File: src/rtl/mem_rr_arbiter_pkg.sv
// Shared definitions for the round-robin arbitrated memory.
//   - Default geometry (DATA_WIDTH, MEM_DEPTH, ADDR_WIDTH, NUM_CH) and BE_WIDTH.
//   - mem_req_t: one request payload (we, addr, wdata, be), used by benches and
//     front ends that build requests.
//   - rr_distance(): how many steps channel ch sits after the priority pointer.
package mem_rr_arbiter_pkg;

    localparam int DATA_WIDTH = 32;
    localparam int MEM_DEPTH  = 64;
    localparam int ADDR_WIDTH = $clog2(MEM_DEPTH);
    localparam int NUM_CH     = 2;
    localparam int BE_WIDTH   = DATA_WIDTH / 8;

    typedef struct packed {
        logic                  we;
        logic [ADDR_WIDTH-1:0] addr;
        logic [DATA_WIDTH-1:0] wdata;
        logic [BE_WIDTH-1:0]   be;
    } mem_req_t;

    // Position of channel ch in the scan order that starts at ptr (0 = first).
    function automatic int rr_distance(input int ch, input int ptr, input int n);
        return (ch + n - ptr) % n;
    endfunction

endpackage

File: src/rtl/rr_arbiter.sv
// Round-robin arbiter with a registered priority pointer.
// Ports:
//   clk, rst  - clock, asynchronous active-high reset (pointer returns to 0)
//   req       - per-channel request
//   advance   - a grant was consumed this cycle; pointer moves past the winner
//   gnt       - one-hot grant, combinational from req and the pointer
module rr_arbiter
    import mem_rr_arbiter_pkg::*;
#(
    parameter int NUM_CH = mem_rr_arbiter_pkg::NUM_CH
) (
    input  logic              clk,
    input  logic              rst,
    input  logic [NUM_CH-1:0] req,
    input  logic              advance,
    output logic [NUM_CH-1:0] gnt
);

    localparam int PTR_W = (NUM_CH > 1) ? $clog2(NUM_CH) : 1;

    logic [PTR_W-1:0] ptr_reg;
    logic [PTR_W-1:0] gnt_idx;
    int               best;

    // Winner is the requesting channel closest to the pointer in scan order.
    // Distances are unique, so at most one channel can match.
    always_comb begin
        best    = NUM_CH;
        gnt_idx = '0;
        gnt     = '0;
        for (int i = 0; i < NUM_CH; i++) begin
            if (req[i] && (rr_distance(i, int'(ptr_reg), NUM_CH) < best)) begin
                best    = rr_distance(i, int'(ptr_reg), NUM_CH);
                gnt_idx = PTR_W'(i);
            end
        end
        for (int i = 0; i < NUM_CH; i++) begin
            gnt[i] = (best < NUM_CH) && (PTR_W'(i) == gnt_idx);
        end
    end

    always_ff @(posedge clk or posedge rst) begin
        if (rst) begin
            ptr_reg <= '0;
        end else if (advance) begin
            ptr_reg <= (gnt_idx == PTR_W'(NUM_CH - 1)) ? '0 : gnt_idx + 1'b1;
        end
    end

endmodule

File: src/rtl/mem_rr_arbiter.sv
// Single-port memory shared by NUM_CH requesters through a round-robin arbiter.
// Ports:
//   clk, rst    - clock, asynchronous active-high reset
//   req_valid   - per-channel request valid
//   req_ready   - per-channel grant (combinational, at most one high)
//   req_we      - per-channel write(1)/read(0)
//   req_addr    - packed addresses, channel i at [i*ADDR_WIDTH +: ADDR_WIDTH]
//   req_wdata   - packed write data
//   req_be      - packed byte enables
//   rsp_valid   - one-hot response strobe, one cycle after accept
//   rsp_rdata   - read data for the responding channel (0 for writes/errors)
//   rsp_err     - response address was >= MEM_DEPTH
module mem_rr_arbiter
    import mem_rr_arbiter_pkg::*;
#(
    parameter int DATA_WIDTH = mem_rr_arbiter_pkg::DATA_WIDTH,
    parameter int MEM_DEPTH  = mem_rr_arbiter_pkg::MEM_DEPTH,
    parameter int NUM_CH     = mem_rr_arbiter_pkg::NUM_CH,
    localparam int ADDR_WIDTH = $clog2(MEM_DEPTH),
    localparam int BE_WIDTH   = DATA_WIDTH / 8
) (
    input  logic                         clk,
    input  logic                         rst,
    input  logic [NUM_CH-1:0]            req_valid,
    output logic [NUM_CH-1:0]            req_ready,
    input  logic [NUM_CH-1:0]            req_we,
    input  logic [NUM_CH*ADDR_WIDTH-1:0] req_addr,
    input  logic [NUM_CH*DATA_WIDTH-1:0] req_wdata,
    input  logic [NUM_CH*BE_WIDTH-1:0]   req_be,
    output logic [NUM_CH-1:0]            rsp_valid,
    output logic [DATA_WIDTH-1:0]        rsp_rdata,
    output logic                         rsp_err
);

    localparam logic [ADDR_WIDTH:0] DEPTH_LIMIT = (ADDR_WIDTH + 1)'(MEM_DEPTH);

    logic [NUM_CH-1:0] gnt;
    logic              accept;

    rr_arbiter #(.NUM_CH(NUM_CH)) u_arb (
        .clk     (clk),
        .rst     (rst),
        .req     (req_valid),
        .advance (accept),
        .gnt     (gnt)
    );

    // The arbiter only grants requesting channels, so any grant is a transfer.
    assign req_ready = gnt;
    assign accept    = |gnt;

    // Unpack the per-channel payloads.
    logic [ADDR_WIDTH-1:0] ch_addr  [NUM_CH];
    logic [DATA_WIDTH-1:0] ch_wdata [NUM_CH];
    logic [BE_WIDTH-1:0]   ch_be    [NUM_CH];

    for (genvar gi = 0; gi < NUM_CH; gi++) begin : g_unpack
        assign ch_addr[gi]  = req_addr[gi*ADDR_WIDTH +: ADDR_WIDTH];
        assign ch_wdata[gi] = req_wdata[gi*DATA_WIDTH +: DATA_WIDTH];
        assign ch_be[gi]    = req_be[gi*BE_WIDTH +: BE_WIDTH];
    end

    // One-hot AND-OR mux of the granted channel's payload.
    logic                  sel_we;
    logic [ADDR_WIDTH-1:0] sel_addr;
    logic [DATA_WIDTH-1:0] sel_wdata;
    logic [BE_WIDTH-1:0]   sel_be;

    always_comb begin
        sel_we    = 1'b0;
        sel_addr  = '0;
        sel_wdata = '0;
        sel_be    = '0;
        for (int i = 0; i < NUM_CH; i++) begin
            if (gnt[i]) begin
                sel_we    = sel_we | req_we[i];
                sel_addr  = sel_addr | ch_addr[i];
                sel_wdata = sel_wdata | ch_wdata[i];
                sel_be    = sel_be | ch_be[i];
            end
        end
    end

    // Only reachable with a non-power-of-two depth.
    logic in_range;
    assign in_range = ({1'b0, sel_addr} < DEPTH_LIMIT);

    // Storage: no reset so it maps onto block RAM with a registered read port.
    logic [DATA_WIDTH-1:0] mem [MEM_DEPTH];
    logic [DATA_WIDTH-1:0] rd_word_reg;

    always_ff @(posedge clk) begin
        if (accept && in_range) begin
            if (sel_we) begin
                for (int b = 0; b < BE_WIDTH; b++) begin
                    if (sel_be[b]) begin
                        mem[sel_addr][b*8 +: 8] <= sel_wdata[b*8 +: 8];
                    end
                end
            end else begin
                rd_word_reg <= mem[sel_addr];
            end
        end
    end

    // Response qualifiers; rd_sel_reg forces rsp_rdata to 0 except on a good read.
    logic [NUM_CH-1:0] rsp_valid_reg;
    logic              rsp_err_reg;
    logic              rd_sel_reg;

    always_ff @(posedge clk or posedge rst) begin
        if (rst) begin
            rsp_valid_reg <= '0;
            rsp_err_reg   <= 1'b0;
            rd_sel_reg    <= 1'b0;
        end else begin
            rsp_valid_reg <= gnt;
            rsp_err_reg   <= accept && !in_range;
            rd_sel_reg    <= accept && !sel_we && in_range;
        end
    end

    assign rsp_valid = rsp_valid_reg;
    assign rsp_err   = rsp_err_reg;
    assign rsp_rdata = rd_sel_reg ? rd_word_reg : '0;

endmodule

File: config.mk
export PLATFORM = sky130hd
export DESIGN_NAME = mem_rr_arbiter
export DESIGN_NICKNAME = d
export VERILOG_FILES = /design/src/rtl/mem_rr_arbiter_pkg.sv /design/src/rtl/rr_arbiter.sv /design/src/rtl/mem_rr_arbiter.sv
export SDC_FILE = /design/constraint.sdc
export NUM_CORES = 2
export LEC_CHECK = 0
export ABC_AREA = 1
export BUFFER_PORTS_ARGS = -buffer_cell sky130_fd_sc_hd__buf_4
export CORE_UTILIZATION = 40
export DETAILED_ROUTE_END_ITERATION = 16
export SETUP_SLACK_MARGIN = 0.5
export SLEW_MARGIN = 10
export SYNTH_ARGS = -nofsm -noshare
export SYNTH_HDL_FRONTEND = slang
export SYNTH_SLANG_ARGS = --single-unit
File: constraint.sdc
create_clock -name clk -period 4.8 [get_ports clk]
set_input_delay 0.72 -clock clk [delete_from_list [all_inputs] [get_ports clk]]
set_output_delay 0.72 -clock clk [all_outputs]
set_load 0.02 [all_outputs]
Word level (Yosys, flattened, before mapping) --
Memory sizes are Yosys's and may differ from the RTL's. A register that Yosys moved wholly into a read port is not among the register bits. Index checks and enable logic that the tools add are counted.
Storage, ports and cells: RAM bits 2048, output and inout port bits 37, register bits after elaboration 4, memories kept 1, word-level logic and storage cells 55, bits of input ports 90
Memory list:
- mem | words 64, width 32, rd ports 1, clocked after Yosys merged registers in 1, wr ports 1, line mem_rr_arbiter.sv:89 | logic [DATA_WIDTH-1:0] mem [MEM_DEPTH];
Operators by class: bitwise gates (word level) 8, order comparisons 3, reductions and logical operators 8, muxes and demuxes 29, $add $sub $neg 3
Operators by type and width (number):
- two-way mux 32 bit | 5
- less-than comparator 2 x 32 -> 1 bit | 1
- less-than comparator 32 x 3 -> 1 bit, second input constant | 1
- bitwise OR 32 bit | 1
- two-way mux 1 bit | 20
- two-way mux 6 bit | 2
- two-way mux 4 bit | 2
- bitwise OR 6 bit | 1
- subtractor 2 x 1 -> 3 bit, first input constant | 2
- logical AND 1 bit | 5
- bitwise OR 4 bit | 1
- less-than comparator 2 x 3 -> 1 bit, second input constant | 1
- bitwise AND 1 bit | 2
- NOT 1 bit | 2
- AND reduction 2 bit | 1
- OR reduction 2 bit | 1
- adder 1 bit, second input constant | 1
- logical NOT 1 bit | 1
- bitwise OR 1 bit | 1

Logic depth before layout (Yosys ltp) --
depth after elaboration 17, gate-level depth with buffers 18, mapped depth without buffers 15

By module --
Synthesis repeated with hierarchy kept, for this count alone.
Unflattened totals: cell total of the unflattened synthesis 8991, area, all modules 90349.2 um2
By module, submodules not included:
- mem_rr_arbiter | area each 90281.6 um2, times used 1, cells each 8980, sequential area each 62535.0 um2
- rr_arbiter | area each 67.6 um2, times used 1, cells each 11, sequential area each 25.0 um2

Worst setup path before layout --
Ideal clock, no wire load.
path kind input to register, start input port req_valid[0], end register rd_word_reg[0] (read register of mem), enable pin, cell stages on the path 6, library setup time 0.433 ns, path buffers 1, required time 4.367 ns, slack 1.397 ns, arrival time 2.970 ns, cell sequence nand2_1 > nand2_1 > inv_1 > a22o_1 > clkbuf_1 > a21oi_1
On the way: word-level cells in the longest chain between the ends 12, elaborated cells on any way between the ends 19, classes of those cells order compare (2); mux (7); bitwise (4); reduce/logical (6)
Ends and longest elaborated chain:
- from (decl) | line mem_rr_arbiter.sv:24 | input logic [NUM_CH-1:0] req_valid,
- logical AND 1 bit * | line rr_arbiter.sv:32 | if (req[i] && (rr_distance(i, int'(ptr_reg), NUM_CH) < best)) begin
- two-way mux 32 bit * | line rr_arbiter.sv:32
- less-than comparator 2 x 32 -> 1 bit | line rr_arbiter.sv:32
- logical AND 1 bit | line rr_arbiter.sv:32
- two-way mux 32 bit / two-way mux 1 bit (equally long branches) | line rr_arbiter.sv:32
- less-than comparator 32 x 3 -> 1 bit / NOT 1 bit (equally long branches) | line rr_arbiter.sv:38 | gnt[i] = (best < NUM_CH) && (PTR_W'(i) == gnt_idx);
- logical AND 1 bit | line rr_arbiter.sv:38
- two-way mux 1 bit | line mem_rr_arbiter.sv:75 | if (gnt[i]) begin
- bitwise OR 1 bit | line mem_rr_arbiter.sv:76 | sel_we = sel_we | req_we[i];
- two-way mux 1 bit | line mem_rr_arbiter.sv:75
- NOT 1 bit (no line)
- AND reduction 2 bit (no line)
- to (decl) | line mem_rr_arbiter.sv:90 | logic [DATA_WIDTH-1:0] rd_word_reg;
Every way passes the cells marked *; elsewhere a longest branch is shown, timed or not. A chain may end at the register's enable or synchronous reset.

Final worst setup path --
start register u_arb.ptr_reg, end memory mem[24][5], enable pin
On the way: word-level cells in the longest chain between the ends 17, elaborated cells on any way between the ends 29, classes of those cells add/sub (2); order compare (3); mux (13); bitwise (6); reduce/logical (5)
Ends and longest elaborated chain:
- from (decl) | line rr_arbiter.sv:21 | logic [PTR_W-1:0] ptr_reg;
- from (signal assigned) | line rr_arbiter.sv:46 | ptr_reg <= (gnt_idx == PTR_W'(NUM_CH - 1)) ? '0 : gnt_idx + 1'b1;
- subtractor 2 x 1 -> 3 bit | line mem_rr_arbiter_pkg.sv:23 | return (ch + n - ptr) % n;
- bitwise AND 1 bit (no line)
- less-than comparator 2 x 3 -> 1 bit | line rr_arbiter.sv:32
- logical AND 1 bit | line rr_arbiter.sv:32
- two-way mux 32 bit | line rr_arbiter.sv:32
- less-than comparator 2 x 32 -> 1 bit | line rr_arbiter.sv:32
- logical AND 1 bit | line rr_arbiter.sv:32
- two-way mux 32 bit / two-way mux 1 bit (equally long branches) | line rr_arbiter.sv:32
- less-than comparator 32 x 3 -> 1 bit / NOT 1 bit (equally long branches) | line rr_arbiter.sv:38
- logical AND 1 bit | line rr_arbiter.sv:38
- two-way mux 4 bit | line mem_rr_arbiter.sv:75
- bitwise OR 4 bit | line mem_rr_arbiter.sv:79 | sel_be = sel_be | ch_be[i];
- two-way mux 4 bit | line mem_rr_arbiter.sv:75
- two-way mux 1 bit | line mem_rr_arbiter.sv:96 | if (sel_be[b]) begin
- two-way mux 1 bit | line mem_rr_arbiter.sv:94 | if (sel_we) begin
- two-way mux 1 bit | line mem_rr_arbiter.sv:93 | if (accept && in_range) begin
- two-way mux 1 bit (not written as such) | line mem_rr_arbiter.sv:97 | mem[sel_addr][b*8 +: 8] <= sel_wdata[b*8 +: 8];
- to (decl) | line mem_rr_arbiter.sv:89
Parallel ways exist; a longest one is shown, timed or not.

==> impl_metrics.tcl <==
set metrics [dict create \
    netlist_area_um2 90300 \
    min_path_cells 2 \
    cts_tree "built" \
    dp.cells 11900 \
    post_synth.cell_area_avg_um2 10.0 \
    die-area_um2 228000 \
    hold_violations 0 \
    grt_util_all_layers 0.240 \
    r2r_end "mem[24][5]" \
    arrival_ps 4370 \
    ys_seq_elements 2084 \
    hold_class "primary input to flip-flop" \
    end_kind "flip-flop" \
    pin_count 127 \
    hold_start "req_valid[1]" \
    p_leak_nw 42.6 \
    max_cap_violations 0 \
    ys.flop_type "edfxtp_1" \
    status "complete, no violations" \
    grt_antenna_before_repair 10 \
    gp_congestion 0.890 \
    finalNonFillerCells 12300 \
    cts_sinks 2084 \
    yosys-top-cells-count "nand2_1, edfxtp_1, nand3_1, clkbuf_1, nor2_1" \
    p_per_area_nw_per_um2 412 \
    min_delay_worst_endpoint "u_arb.ptr_reg" \
    std_cell_rows 174 \
    drc 0 \
    syn_inst 8988 \
    fp.dieH_um 477 \
    seq_area_frac_synth 0.693 \
    largest_register_ffs 2048 \
    vias_per_cell 5.33 \
    report.final.slew_viol_count 0 \
    antenna_left 0 \
    finalCritPeriodShare 0.814 \
    via_count 65600 \
    dr.pass1.iters 6 \
    synth.distinct_cells 24 \
    first_iter_violations 7840 \
    critical_path_required_ps 5260 \
    finalSetupViolations 0 \
    io_buffers 125 \
    fin_nets 9211 \
    dp_hpwl_mm 170 \
    htree_levels 4 \
    cts_max_path_buffers 3 \
    die_w_um 477 \
    grt_pass1_wl_mm 411 \
    r2r_setup_slack_ps 890 \
    overflow 0 \
    async_flop_share 0.00192 \
    synth.area.top_cells "edfxtp_1, nand2_1, nand3_1" \
    reg2regPathDepth 9 \
    finalSetupTns_ps 0 \
    clk_latency_ps 860 \
    synth_edf_count 2080 \
    initial_utilization 0.402 \
    synth_top_cell_by_area "edfxtp_1" \
    timing.rr.start "u_arb.ptr_reg" \
    fin_crit_ps 3910 \
    area_growth_pct 14.1 \
    rsz0062_at_grt "no" \
    synth.most_common_cell "nand2_1" \
    path_clk_slew_ps 60 \
    numCtsBuffers 216 \
    startpoint_type "flip-flop" \
    synth_nets 9078 \
    coreArea_um2 224000 \
    worst_slew_pin_slew_ps 1200 \
    crit_type "flip-flop to flip-flop" \
    clock-root-buffer "clkbuf_16" \
    fin_skew_ps 29.7 \
    grt_pass1_vias 61900 \
    crit_path_max_fanout 11 \
    clock.fmax_mhz 256 \
    yosys_warnings 0 \
    drt-wirelength-per-cell_um 22.7 \
    layout-drive-gt1-share 0.0931 \
    slew_headroom 0.196 \
    vdd_drop_max_mv 0.394 \
    totalWireLength_mm 280 \
    synth_top_cell_area_share 0.692 \
    grt_max_degree 195 \
]
-- area by class of cell --
type	count	area (um2)
multi-input combinational	6231	25200
inverter	105	409
fill	20700	121000
tap	2992	3740
clock buffer	265	5610
timing repair buffer	483	4090
sequential	2084	62600
clock inverter	133	1450
antenna	4	10.0
-- where the power goes --
part	internal [W]	switching, W
clock network	0.00971	0.00719
registers	0.0204	0.0000929
logic	0.00121	0.00381
-- cells in the final DEF, fill, tap and decap left out, types with 4 or more instances in the layout --
cell type	netlist	final
nand2_1	4830	4825
bufinv_16	0	26
nor2_1	321	321
clkinv_4	0	4
clkbuf_16	0	217
buf_12	0	37
nand2_2	3	4
inv_2	9	7
nand3_1	995	994
buf_4	6	445
nand3b_1	12	12
clkinv_2	0	40
a22o_1	37	5
o21ai_1	8	8
clkinv_1	0	40
a22o_2	0	32
edfxtp_1	2080	2080
clkinv_8	0	6
inv_1	96	96
inv_6	0	7
diode_2	0	4
clkinvlp_4	0	7
nor2_2	7	7
clkbuf_1	368	48
nor3_2	3	5
-- layer usage --
metal	track usage	vias up	wire [um]	share of wire
met5	0	-	44	0.00016
met4	0.0794	6	9630	0.034
met3	0.0466	432	26500	0.095
met2	0.373	2965	127000	0.46
met1	0.338	32100	116000	0.42
li1	-	30100	-	-
-- repair_timing --
item | CTS | global route
setup buffers | 0 | 0
endpoints found under the hold margin | 4 | 0
hold buffers | 1 | 0
resized for setup | 0 | 0
-- cells by family after synthesis --
group / Yosys count / synth area share
flops: 2084 / 0.693
other cells: 1 / 0.0000415
compound gates: 51 / 0.00466
simple gates: 6179 / 0.272
buf+inv: 673 / 0.0303
-- metrics by stage --
stage,hold slack (ps),utilization,setup WS (ps),total power [W],area [um2]
6_report,155,0.459,894,0.0424,103000
5_1_grt,129,0.459,788,0.0437,103000
4_1_cts,103,0.459,969,0.0426,103000
3_5_place_dp,593,0.427,586,0.0259,95900
3_3_place_gp,573,0.427,661,0.0258,95900
2_1_floorplan,486,-,1400,0.0238,90300
-- critical path: stages, from the launching register on --
cell     delay, ps
dfrtp_1        390
inv_1           60
nand2_1        170
nand2_1        230
o22ai_2        520
inv_2          170
nor3_4         690
nand2_1        350
buf_4          290
nor2_1         640
-- how the worst max path moves through the flow --
stage,start,endpoint,slack [ps],depth (start not counted)
final,u_arb.ptr_reg,mem[24][5],890,9
after CTS,u_arb.ptr_reg,mem[33][8],970,8
after global routing,u_arb.ptr_reg,mem[24][30],790,9
after detailed placement,req_valid[0],mem[33][8],590,8
after global placement,req_valid[0],mem[24][30],660,9
after floorplan,req_valid[0],rd_word_reg[0],1400,6
No activity file was read; power rests on OpenSTA's default activity.
